File: src/rtl/relu_ctrl.sv
// relu_ctrl: sequencer for the ReLU stage of the systolic-array output path.
// After a start pulse it reads num_rows rows of ARRAYWIDTH signed lanes from
// the output buffer, applies per-lane ReLU (or bypass) and writes each row to
// the destination buffer. At most two rows are in flight. They are held in an
// output register plus one skid entry, so write backpressure loses nothing.
//
// Ports
//   clk, rst                 clock (rising edge), async active-high reset
//   start                    begin a job (sampled only in IDLE)
//   relu_en                  1 = ReLU, 0 = bypass (latched at start)
//   src_base, dst_base       first source / destination row address (latched)
//   num_rows                 rows to process (latched)
//   busy, done               job active / one-cycle completion pulse
//   rd_en, rd_addr, rd_data  source read; data valid one cycle after rd_en
//   wr_en, wr_addr, wr_data  destination write, held while wr_ready is low
//   wr_ready                 destination accepts on wr_en && wr_ready
//
// state | meaning
// ------+-------------------------------------------------------------
// IDLE  | waiting for start
// RUN   | issuing reads, limited to 2 rows in flight
// DRAIN | all reads issued, waiting for in-flight rows to be written
// DONE  | one-cycle done pulse, then back to IDLE

`ifndef ARRAYWIDTH
`define ARRAYWIDTH 4
`endif
`ifndef OUTPUT_BUF_DATASIZE
`define OUTPUT_BUF_DATASIZE 16
`endif

module relu_ctrl #(
  parameter int ARRAYWIDTH = `ARRAYWIDTH,
  parameter int DATASIZE   = `OUTPUT_BUF_DATASIZE,
  parameter int ADDRW      = 8
) (
  input  logic                           clk,
  input  logic                           rst,
  input  logic                           start,
  input  logic                           relu_en,
  input  logic [ADDRW-1:0]               src_base,
  input  logic [ADDRW-1:0]               dst_base,
  input  logic [ADDRW-1:0]               num_rows,
  output logic                           busy,
  output logic                           done,
  output logic                           rd_en,
  output logic [ADDRW-1:0]               rd_addr,
  input  logic [ARRAYWIDTH*DATASIZE-1:0] rd_data,
  output logic                           wr_en,
  output logic [ADDRW-1:0]               wr_addr,
  output logic [ARRAYWIDTH*DATASIZE-1:0] wr_data,
  input  logic                           wr_ready
);

  localparam int RW = ARRAYWIDTH * DATASIZE;

  typedef enum logic [1:0] {S_IDLE, S_RUN, S_DRAIN, S_DONE} state_t;

  state_t           state_q, state_d;
  logic             relu_en_q;
  logic [ADDRW-1:0] src_base_q, dst_base_q, num_rows_q;
  logic [ADDRW-1:0] issued_q, issued_d;
  logic [ADDRW-1:0] wr_cnt_q, wr_cnt_d;
  logic [1:0]       occ_q, occ_d;
  logic             rd_vld_q;
  logic             skid_vld_q, skid_vld_d;
  logic [RW-1:0]    skid_data_q, skid_data_d;
  logic             wr_en_q, wr_en_d;
  logic [ADDRW-1:0] wr_addr_q, wr_addr_d;
  logic [RW-1:0]    wr_data_q, wr_data_d;
  logic [RW-1:0]    relu_row;
  logic             accept, out_free, start_job;

  assign accept   = wr_en_q & wr_ready;
  assign out_free = ~wr_en_q | accept;

  always_comb begin
    state_d   = state_q;
    issued_d  = issued_q;
    rd_en     = 1'b0;
    start_job = 1'b0;
    case (state_q)
      S_IDLE: begin
        if (start) begin
          start_job = 1'b1;
          issued_d  = '0;
          state_d   = (num_rows == '0) ? S_DONE : S_RUN;
        end
      end
      S_RUN: begin
        // A write accepted this cycle frees a slot, so reads resume at once.
        if (occ_q < 2'd2 || accept) begin
          rd_en    = 1'b1;
          issued_d = issued_q + 1'b1;
          if (issued_q == num_rows_q - 1'b1) state_d = S_DRAIN;
        end
      end
      S_DRAIN: begin
        // Leave as the last row is accepted so done lands on the next cycle.
        if (occ_q == {1'b0, accept}) state_d = S_DONE;
      end
      S_DONE:  state_d = S_IDLE;
      default: state_d = S_IDLE;
    endcase
  end

  always_comb begin
    occ_d = occ_q + {1'b0, rd_en} - {1'b0, accept};
    if (start_job) occ_d = '0;
  end

  always_comb begin
    relu_row = rd_data;
    for (int i = 0; i < ARRAYWIDTH; i++) begin
      if (relu_en_q && rd_data[i*DATASIZE + DATASIZE-1]) relu_row[i*DATASIZE +: DATASIZE] = '0;
    end
  end

  // The skid entry always holds the older row, so it is drained first.
  always_comb begin
    skid_vld_d  = skid_vld_q;
    skid_data_d = skid_data_q;
    wr_en_d     = wr_en_q;
    wr_addr_d   = wr_addr_q;
    wr_data_d   = wr_data_q;
    wr_cnt_d    = wr_cnt_q;
    if (out_free) begin
      wr_en_d = 1'b0;
      if (skid_vld_q) begin
        wr_en_d    = 1'b1;
        wr_data_d  = skid_data_q;
        wr_addr_d  = dst_base_q + wr_cnt_q;
        wr_cnt_d   = wr_cnt_q + 1'b1;
        skid_vld_d = rd_vld_q;
        if (rd_vld_q) skid_data_d = relu_row;
      end else if (rd_vld_q) begin
        wr_en_d   = 1'b1;
        wr_data_d = relu_row;
        wr_addr_d = dst_base_q + wr_cnt_q;
        wr_cnt_d  = wr_cnt_q + 1'b1;
      end
    end else if (rd_vld_q) begin
      skid_vld_d  = 1'b1;
      skid_data_d = relu_row;
    end
    if (start_job) begin
      wr_cnt_d   = '0;
      skid_vld_d = 1'b0;
    end
  end

  always_ff @(posedge clk or posedge rst) begin
    if (rst) begin
      state_q     <= S_IDLE;
      relu_en_q   <= 1'b0;
      src_base_q  <= '0;
      dst_base_q  <= '0;
      num_rows_q  <= '0;
      issued_q    <= '0;
      wr_cnt_q    <= '0;
      occ_q       <= '0;
      rd_vld_q    <= 1'b0;
      skid_vld_q  <= 1'b0;
      skid_data_q <= '0;
      wr_en_q     <= 1'b0;
      wr_addr_q   <= '0;
      wr_data_q   <= '0;
    end else begin
      state_q     <= state_d;
      issued_q    <= issued_d;
      wr_cnt_q    <= wr_cnt_d;
      occ_q       <= occ_d;
      rd_vld_q    <= rd_en;
      skid_vld_q  <= skid_vld_d;
      skid_data_q <= skid_data_d;
      wr_en_q     <= wr_en_d;
      wr_addr_q   <= wr_addr_d;
      wr_data_q   <= wr_data_d;
      if (start_job) begin
        relu_en_q  <= relu_en;
        src_base_q <= src_base;
        dst_base_q <= dst_base;
        num_rows_q <= num_rows;
      end
    end
  end

  assign busy    = (state_q != S_IDLE);
  assign done    = (state_q == S_DONE);
  assign rd_addr = src_base_q + issued_q;
  assign wr_en   = wr_en_q;
  assign wr_addr = wr_addr_q;
  assign wr_data = wr_data_q;

endmodule

File: config.mk
export PLATFORM = sky130hd
export DESIGN_NAME = relu_ctrl
export DESIGN_NICKNAME = d
export VERILOG_FILES = /design/src/rtl/relu_ctrl.sv
export SDC_FILE = /design/constraint.sdc
export NUM_CORES = 1
export LEC_CHECK = 0
export BUFFER_PORTS_ARGS = -buffer_cell sky130_fd_sc_hd__buf_4
export CELL_PAD_IN_SITES_DETAIL_PLACEMENT = 0
export CELL_PAD_IN_SITES_GLOBAL_PLACEMENT = 2
export CORE_UTILIZATION = 33
export DETAILED_ROUTE_END_ITERATION = 12
export GPL_ROUTABILITY_DRIVEN = 0
export GPL_TIMING_DRIVEN = 0
export PLACE_DENSITY_LB_ADDON = 0.1
export SETUP_SLACK_MARGIN = 0.5
export SKIP_LAST_GASP = 1
export SYNTH_ARGS = -nofsm -noshare
export SYNTH_HDL_FRONTEND = slang
export SYNTH_SLANG_ARGS = --single-unit
File: constraint.sdc
create_clock -name clk -period 7.3 [get_ports clk]
set_input_delay 1.46 -clock clk [delete_from_list [all_inputs] [get_ports clk]]
set_output_delay 1.46 -clock clk [all_outputs]
set_load 0.02 [all_outputs]
# ---- After elaboration in Yosys (flattened, before gate mapping)
# Index checks and enable logic that the tools add are counted.
dict set report totals {
  reg_bits 184
  latch_bits 0
  mem_bits_rw 0
  mem_bits_ro 0
  inputBits 93
  out_inout_bits 84
  word_cells 87
  mem_count 0
}
dict set report classes {
  n_addsub 7
  mul 0
  n_div 0
  magnitude_cmp 1
  eq_ne 10
  shift 0
  mux 35
  n_bitwise 3
  reduce_logical 17
}
# op count
set op_table {}
lappend op_table {{$mux 64} 5}
lappend op_table {{$mux 16} 4}
lappend op_table {{$mux 8} 8}
lappend op_table {{$add 8x1->8 const B} 2}
lappend op_table {{$add 8x8->8} 2}
lappend op_table {{$pmux 8 s2} 1}
lappend op_table {{$mux 2} 6}
lappend op_table {{$mux 1} 10}
lappend op_table {{$ne 2x2->1 const B} 5}
lappend op_table {{$eq 8x8->1} 1}
lappend op_table {{$logic_not 8->1} 1}
lappend op_table {{$pmux 2 s4} 1}
lappend op_table {{$reduce_bool 2->1} 4}
lappend op_table {{$sub 8x1->8 const B} 1}
lappend op_table {{$reduce_bool 3->1} 2}
lappend op_table {{$eq 2x2->1 const B} 2}
lappend op_table {{$logic_and 1x1->1} 4}
lappend op_table {{$reduce_and 2->1} 2}
lappend op_table {{$reduce_and 4->1} 1}
lappend op_table {{$reduce_and 3->1} 1}
lappend op_table {{$add 2x1->2} 1}
lappend op_table {{$eq 2x1->1} 1}
lappend op_table {{$eq 2x1->1 const B} 1}
lappend op_table {{$logic_not 2->1} 1}
lappend op_table {{6 further kinds} 6}

# ---- Depth between registers and ports, before layout
# Gate-level depths: netlist of the first run.
dict set report depth {
  ltp_word 7
  mapped_depth 9
  ltp_nobuf 9
}

# ---- Least setup slack after synthesis of the first run
# Ideal clock, no wire load.
dict set report synth_path {
  path_type {input -> output}
  startpoint {input wr_ready}
  endpoint {output rd_en}
  arrival_time_ps 2218
  required_time_ps 5840
  setup_slack_ps 3622
  cell_stages 2
  n_path_buf 0
  cell_sequence {nand2_1 -> a21boi_0}
}
dict set report synth_via {
  elab_chain_cells 4
}
# item line_no
set synth_rtl {}
lappend synth_rtl {{start, declared} 52} ;# input logic wr_ready
lappend synth_rtl {{$and 1x1->1} 74} ;# assign accept = wr_en_q & wr_ready;
lappend synth_rtl {{$logic_or 1x1->1} 92} ;# if (occ_q < 2'd2 || accept) begin
lappend synth_rtl {{$mux 1} 92}
lappend synth_rtl {{$mux 1} 82} ;# case (state_q)
lappend synth_rtl {{end, declared} 46} ;# output logic rd_en,
# Every way passes these cells.

# ---- Worst setup path after layout of the first run
# Same ends and word-level chain as after synthesis.

==> results of run 1 <==
-- stage by stage --
step / hold slack, ns / util
finish: 0.477 / 0.430
floorplan: 0.450 / -
CTS: 0.486 / 0.430
global placement: 0.462 / 0.406
global route: 0.499 / 0.430
detailed placement: 0.470 / 0.407
-- per-layer routing --
layer | vias up | global-route usage
met5 | - | 0
met4 | 0 | 0.0382
met3 | 6 | 0.0349
met2 | 141 | 0.299
met1 | 3324 | 0.257
li1 | 3618 | -
-- worst min path at each step --
stage                         start         endpoint  slack, ns
global placement         wr_addr[0]       wr_addr[0]       0.46
floorplan            skid_data_q[0]   skid_data_q[0]       0.45
finish                   wr_addr[0]       wr_addr[0]       0.48
detailed placement  skid_data_q[56]  skid_data_q[56]       0.47
global route            wr_data[63]      wr_data[63]       0.50
CTS                 skid_data_q[55]  skid_data_q[55]       0.49
-- cell type report --
class                           count  area [um^2]  area share
Sequential cell                   184         4600       0.424
Tap cell                          330          413      0.0380
Inverter                           20         82.6     0.00760
Multi-Input combinational cell    719         3630       0.334
Clock buffer                       19          453      0.0417
Buffer                             56          210      0.0193
Timing Repair Buffer              177         1350       0.124
Clock inverter                     13          126      0.0116
-- synth_stat cells, types with 2 or more instances --
cell type    n
o41ai_1      2
xor2_1      17
clkbuf_1    52
xnor2_1     19
fa_1         2
a21boi_0     2
nor2_1      95
a31oi_1      5
inv_1       20
ha_1        24
and3_1       2
or3_2        2
dfrtp_1    184
nor3_1       3
nand2b_1     4
nor4_1       2
and2_1       2
o21ai_0    144
nand2_1    281
a21oi_1     74
nor2b_1      5
nand4_1      8
a21o_1       2
mux2i_1      2
nand3_1      3
buf_1        4
a31o_2       2
-- sequential cells by signal, indices dropped and copies added (netlist names), 2 cells and up --
register and flops:
dst_base_q 8, wr_addr 8, src_base_q 8, state_q 2
issued_q 8, skid_data_q 64, wr_data 64, wr_cnt_q 8
num_rows_q 8, occ_q 2
-- worst max-delay path: stages --
cell	delay, ns
buf_4	0.10
nand2_1	0.11
a21boi_0	0.62
buf_4	0.26
-- logic make-up (layout without fill, tap and decap cells) --
| group | Yosys count | after routing | share of synthesized area |
|---|---|---|---|
| simple gates | 417 | 417 | 0.199 |
| compound gates | 238 | 238 | 0.148 |
| flops | 184 | 184 | 0.540 |
| buf+inv | 76 | 285 | 0.0335 |
| xor+xnor | 36 | 36 | 0.0370 |
| fa+ha+maj | 26 | 26 | 0.0399 |
| mux | 2 | 2 | 0.00235 |
-- power by group through the flow --
stage	Clock [mW]	Combinational [mW]	Sequential, mW
floorplan	0	1.08	1.90
global placement	0	2.03	1.73
detailed placement	0	2.05	1.74
CTS	0.945	2.05	1.72
global route	0.987	2.27	1.77
finish	0.915	2.01	1.72
==> run metrics, run 1 <==
met3 WL 954 um; post-synthesis cell area 8520 um^2; data required time of the critical path between 5 and 6 ns; worst-margin pin slew 0.729 ns; share of the synthesized area in the top cell type 0.540; TritonRoute pass-1 iters 5; global-route wire length before repair 38.2 mm; Final Hold Fails 0; Pwr Total around 4.6 mW; RSZ-0062 raised after global routing false; CP Launch Type input pin; layout cells sized above 1 0.184; Final Cell Area around 11,000 um^2; Period minus WS final 4.02 ns; CP Capture Type primary output; pwr dens 427 nW/um^2; R2R Path Start wr_en; r2r endpoint wr_data[40]; Net Sw Power 1.94 mW; core area 25,300 um^2; Warnings, synthesis 0; commonest cells after routing, fill and taps aside nand2_1, dfrtp_1, buf_4, o21ai_0, nor2_1; antenna violations before repair 0; Max-slew headroom 0.510; GRT Total Usage 0.185; pin count of the biggest net entering global routing 122; Hold Crit Class reg -> reg; DP Worst Slack ~3.3 ns; num rows between 50 and 60; Post-synth EDFFs 0; Seq pwr share 0.370; Die Height roughly 160 um; fillers 2,605; Antenna Nets Post-Route 0; # setup viols final 0; asr flop ratio synth 1.00; Fmax achieved 249 MHz; number of global-route vias before repair ~7.1k; vias post-DR 7,089; Die ar. 26,500 um^2; CTS tree yes; final non-filler cell total approximately 1.5k; worst-case vdd ir drop 0.000222 V; clock root buffer clkbuf_16; largest cells by area after synthesis dfrtp_1, nand2_1, o21ai_0; status finished, final reports clean; Slew Limit Fails 0; switch share 0.417; max_cap viols 0; combinational power share 0.433; Avg Cell Area, Syn 8.70 um^2; Clock Power Share 0.197; CP max FO 4; CTS buffer count 17; residual DRC count 0; Starting Density 0.337; Die Width 163 um; metal2 WL about 11 mm; hold-fix buffers at CTS 0; fin nets 1,294; Sink Count 184; WP data arrival 2.56 ns; Diodes inserted 0; Iteration-0 DRC Markers 406; Worst-path clk slew around 0.070 ns; Seq cells post-synth 184; I/O pins 177; sequential area share after synthesis 0.540; Post-DP Area between 10,000 and 15,000 um^2; Post-Place Cells 1,486; WS Path Type in -> out; Metal-1 WL ~11 mm; post-synth top area cell dfrtp_1; Hold Path Stages 2; Top Layer Used met4; flop2flop setup slack 4.54 ns; Wirelength per Cell 15.6 um; worst setup path startpoint wr_ready; Layout Skew 0.0187 ns; Via density 4.67; CTS resizes 0; static leakage 5.43 nW; Cells after Synth 979; Final period util 0.550; Internal 2.70 mW; Port Buffers 176; Worst-Skew Late Latency 0.43 ns; hpwl dp 17.0 mm; Post-CTS Repair Setup Buffers 0; reg2reg path depth 7; Top FF cell, synth dfrtp_1; GRT overflow 0; maximum clock insertion buffer count 2; synth-to-layout area growth 27.6%; CTS HTree Levels 4; commonest non-fill, non-tap cell in the layout nand2_1; setup ws final roughly 3.3 ns; end of the critical path rd_en; Yosys cell types between 40 and 50; setup TNS 0 ns; syn nets 1,098; Total Wirelength 23.6 mm
Note: power is estimated with default switching activity, not from simulation.
==> inputs of run 2 (changes only) <==
- clock period: 7.3 -> 3.76 ns (I/O delays scaled with it)
==> run 2 against run 1 <==
Clock skew decreased by 0.00098 ns. Wire length increased by 2.3%. Count of clock-buffer cells in the layout decreased by 2. Register-to-register slack got worse by 3.5 ns. Largest power group unchanged. Sequential power increased by 94%. Core utilization increased by 0.20 points. Flip-flop and latch count unchanged. Via count increased by 1.4%. Combinational power increased by 96%. Worst setup slack got worse by 2.6 ns. Final area increased by 0.46%. First-iteration DRC count decreased by 17%.
==> run metrics, run 2 (synthesis results as in run 1) <==
combinational power share 0.439 (was 0.433); Hold Crit Class in -> async (was reg -> reg); TritonRoute pass-1 iters 5 (unchanged); commonest cells after routing, fill and taps aside nand2_1, dfrtp_1, buf_4, o21ai_0, nor2_1 (unchanged); pin count of the biggest net entering global routing 38 (was 122); setup ws final 0.648 ns (was 3.28 ns); Starting Density 0.337 (unchanged); Worst-path clk slew 0.08 ns (was 0.07 ns); Die Width 163 um (unchanged); synth-to-layout area growth 28.1% (was 27.6%); multi-input logic area 3650 um^2 (was 3630 um^2); pwr dens 823 nW/um^2 (was 427 nW/um^2); switch share 0.420 (was 0.417); vias post-DR 7,189 (was 7,089); storage element area 4610 um^2 (was 4600 um^2); clock root buffer clkbuf_16 (unchanged); Period minus WS final 3.11 ns; worst-case vdd ir drop 0.000480 V (was 0.000222 V); Max-slew headroom 0.513 (was 0.510); GRT overflow 0 (unchanged); CTS HTree Levels 4 (unchanged); Via density 4.73 (was 4.67); Port Buffers 176 (unchanged); DP Worst Slack 0.485 ns (was 3.28 ns); Net Sw Power 3.77 mW (was 1.94 mW); hold-fix buffers at CTS 0 (unchanged); worst-margin pin slew 0.729 ns (about the same); CTS tree yes (unchanged); Slew Limit Fails 0 (unchanged); Layout Skew 0.0177 ns (was 0.0187 ns); Die Height 163 um (unchanged); CTS buffer count 17 (unchanged); Seq pwr share 0.371 (was 0.370); Worst-Skew Late Latency 0.43 ns (about the same); Final Hold Fails 0 (unchanged); maximum clock insertion buffer count 2 (unchanged); final non-filler cell total 1,521 (was 1,518); Post-Place Cells 1,490 (was 1,486); antenna violations before repair 1 (was 0); num rows 58 (unchanged); CP max FO 5 (was 4); Fmax achieved 321 MHz; GRT Total Usage 0.194 (was 0.185); Worst Hold Margin 0.424 ns (was 0.477 ns); commonest non-fill, non-tap cell in the layout nand2_1 (unchanged); layout cells sized above 1 0.189 (was 0.184); static leakage 5.43 nW (about the same); WP data arrival 2.36 ns (was 2.56 ns); data required time of the critical path 3.01 ns (was 5.84 ns); Internal 5.21 mW (was 2.70 mW); # setup viols final 0 (unchanged); Final period util 0.828; Iteration-0 DRC Markers 338 (was 406); RSZ-0062 raised after global routing false (unchanged); Sink Count 184 (unchanged); max_cap viols 0 (unchanged); Die ar. 26,500 um^2 (unchanged); hpwl dp 17.6 mm (was 17.0 mm); status finished, final reports clean (unchanged); core area 25,300 um^2 (unchanged); I/O pins 177 (unchanged); global-route wire length before repair 39.9 mm (was 38.2 mm); WS Path Type reg -> out (was in -> out); number of global-route vias before repair 7,362 (was 7,107); fillers 2,641 (was 2,605); Antenna Nets Post-Route 0 (unchanged); fin nets 1,298 (was 1,294); Wirelength per Cell 15.9 um (was 15.6 um); Total Wirelength 24.1 mm (was 23.6 mm); CP Launch Type register (was input pin); Clock Power Share 0.191 (was 0.197); CP Capture Type primary output (unchanged); residual DRC count 0 (unchanged)
## run 2: area by class of cell
class,count,area share
Sequential cell,184,0.422
Antenna cell,1,0.000229
Tap cell,330,0.0378
Clock inverter,13,0.0107
Clock buffer,17,0.0390
Timing Repair Buffer,181,0.130
Multi-Input combinational cell,719,0.334
Buffer,56,0.0193
Inverter,20,0.00722
## run 2: through the flow
step	instance area (um^2)	TNS, ns	power, mW	util
after floorplan	8520	0	5.79	-
after global placement	10300	-152.25	7.32	0.406
after detailed placement	10400	0	7.38	0.410
after CTS	10900	0	9.13	0.432
after global routing	10900	0	9.79	0.432
final	10900	0	8.98	0.432
## run 2: routing by layer
layer | vias to the layer above | share of wire | wire [um] | global-route usage
met1 | 3399 | 0.46 | 11200 | 0.264
met5 | - | 0 | 0 | 0
met4 | 0 | 0.011 | 260 | 0.0544
li1 | 3621 | - | - | -
met3 | 18 | 0.044 | 1070 | 0.0321
met2 | 151 | 0.48 | 11600 | 0.319
## run 2: final timing paths
path / to / from / slack, ns / cells after the start
max in group asynchronous: wr_data[55] / rst / 2.22 / 5
max: rd_addr[6] / issued_q[0] / 0.65 / 10
min reg2reg: skid_data_q[63] / skid_data_q[63] / 0.48 / 2
min in group clk: skid_data_q[63] / skid_data_q[63] / 0.48 / 2
max reg2reg: wr_data[49] / wr_en / 1.06 / 7
min: wr_data[7] / rst / 0.42 / 2
## run 2: worst max-delay path, stage by stage, from the launching register on
cell      delay (ns)
dfrtp_2         0.45
ha_1            0.21
inv_1           0.07
fa_1            0.20
inv_1           0.06
a21o_1          0.18
a21oi_2         0.17
o21bai_1        0.08
a21oi_1         0.19
xnor2_1         0.15
buf_4           0.17
## run 2: repair_timing
item / in CTS / in global routing
gates resized for setup: 1 / 4
buffers inserted: 0 / 0
setup endpoints to repair: 1 / 2
## run 2: power by group through the flow
stage                     clock, mW  combinational, mW  sequential, mW
after floorplan                   0               2.10            3.68
after global placement            0               3.96            3.36
after detailed placement          0               4.00            3.37
after CTS                      1.77               4.02            3.34
after global routing           1.85               4.49            3.45
final                          1.71               3.94            3.33
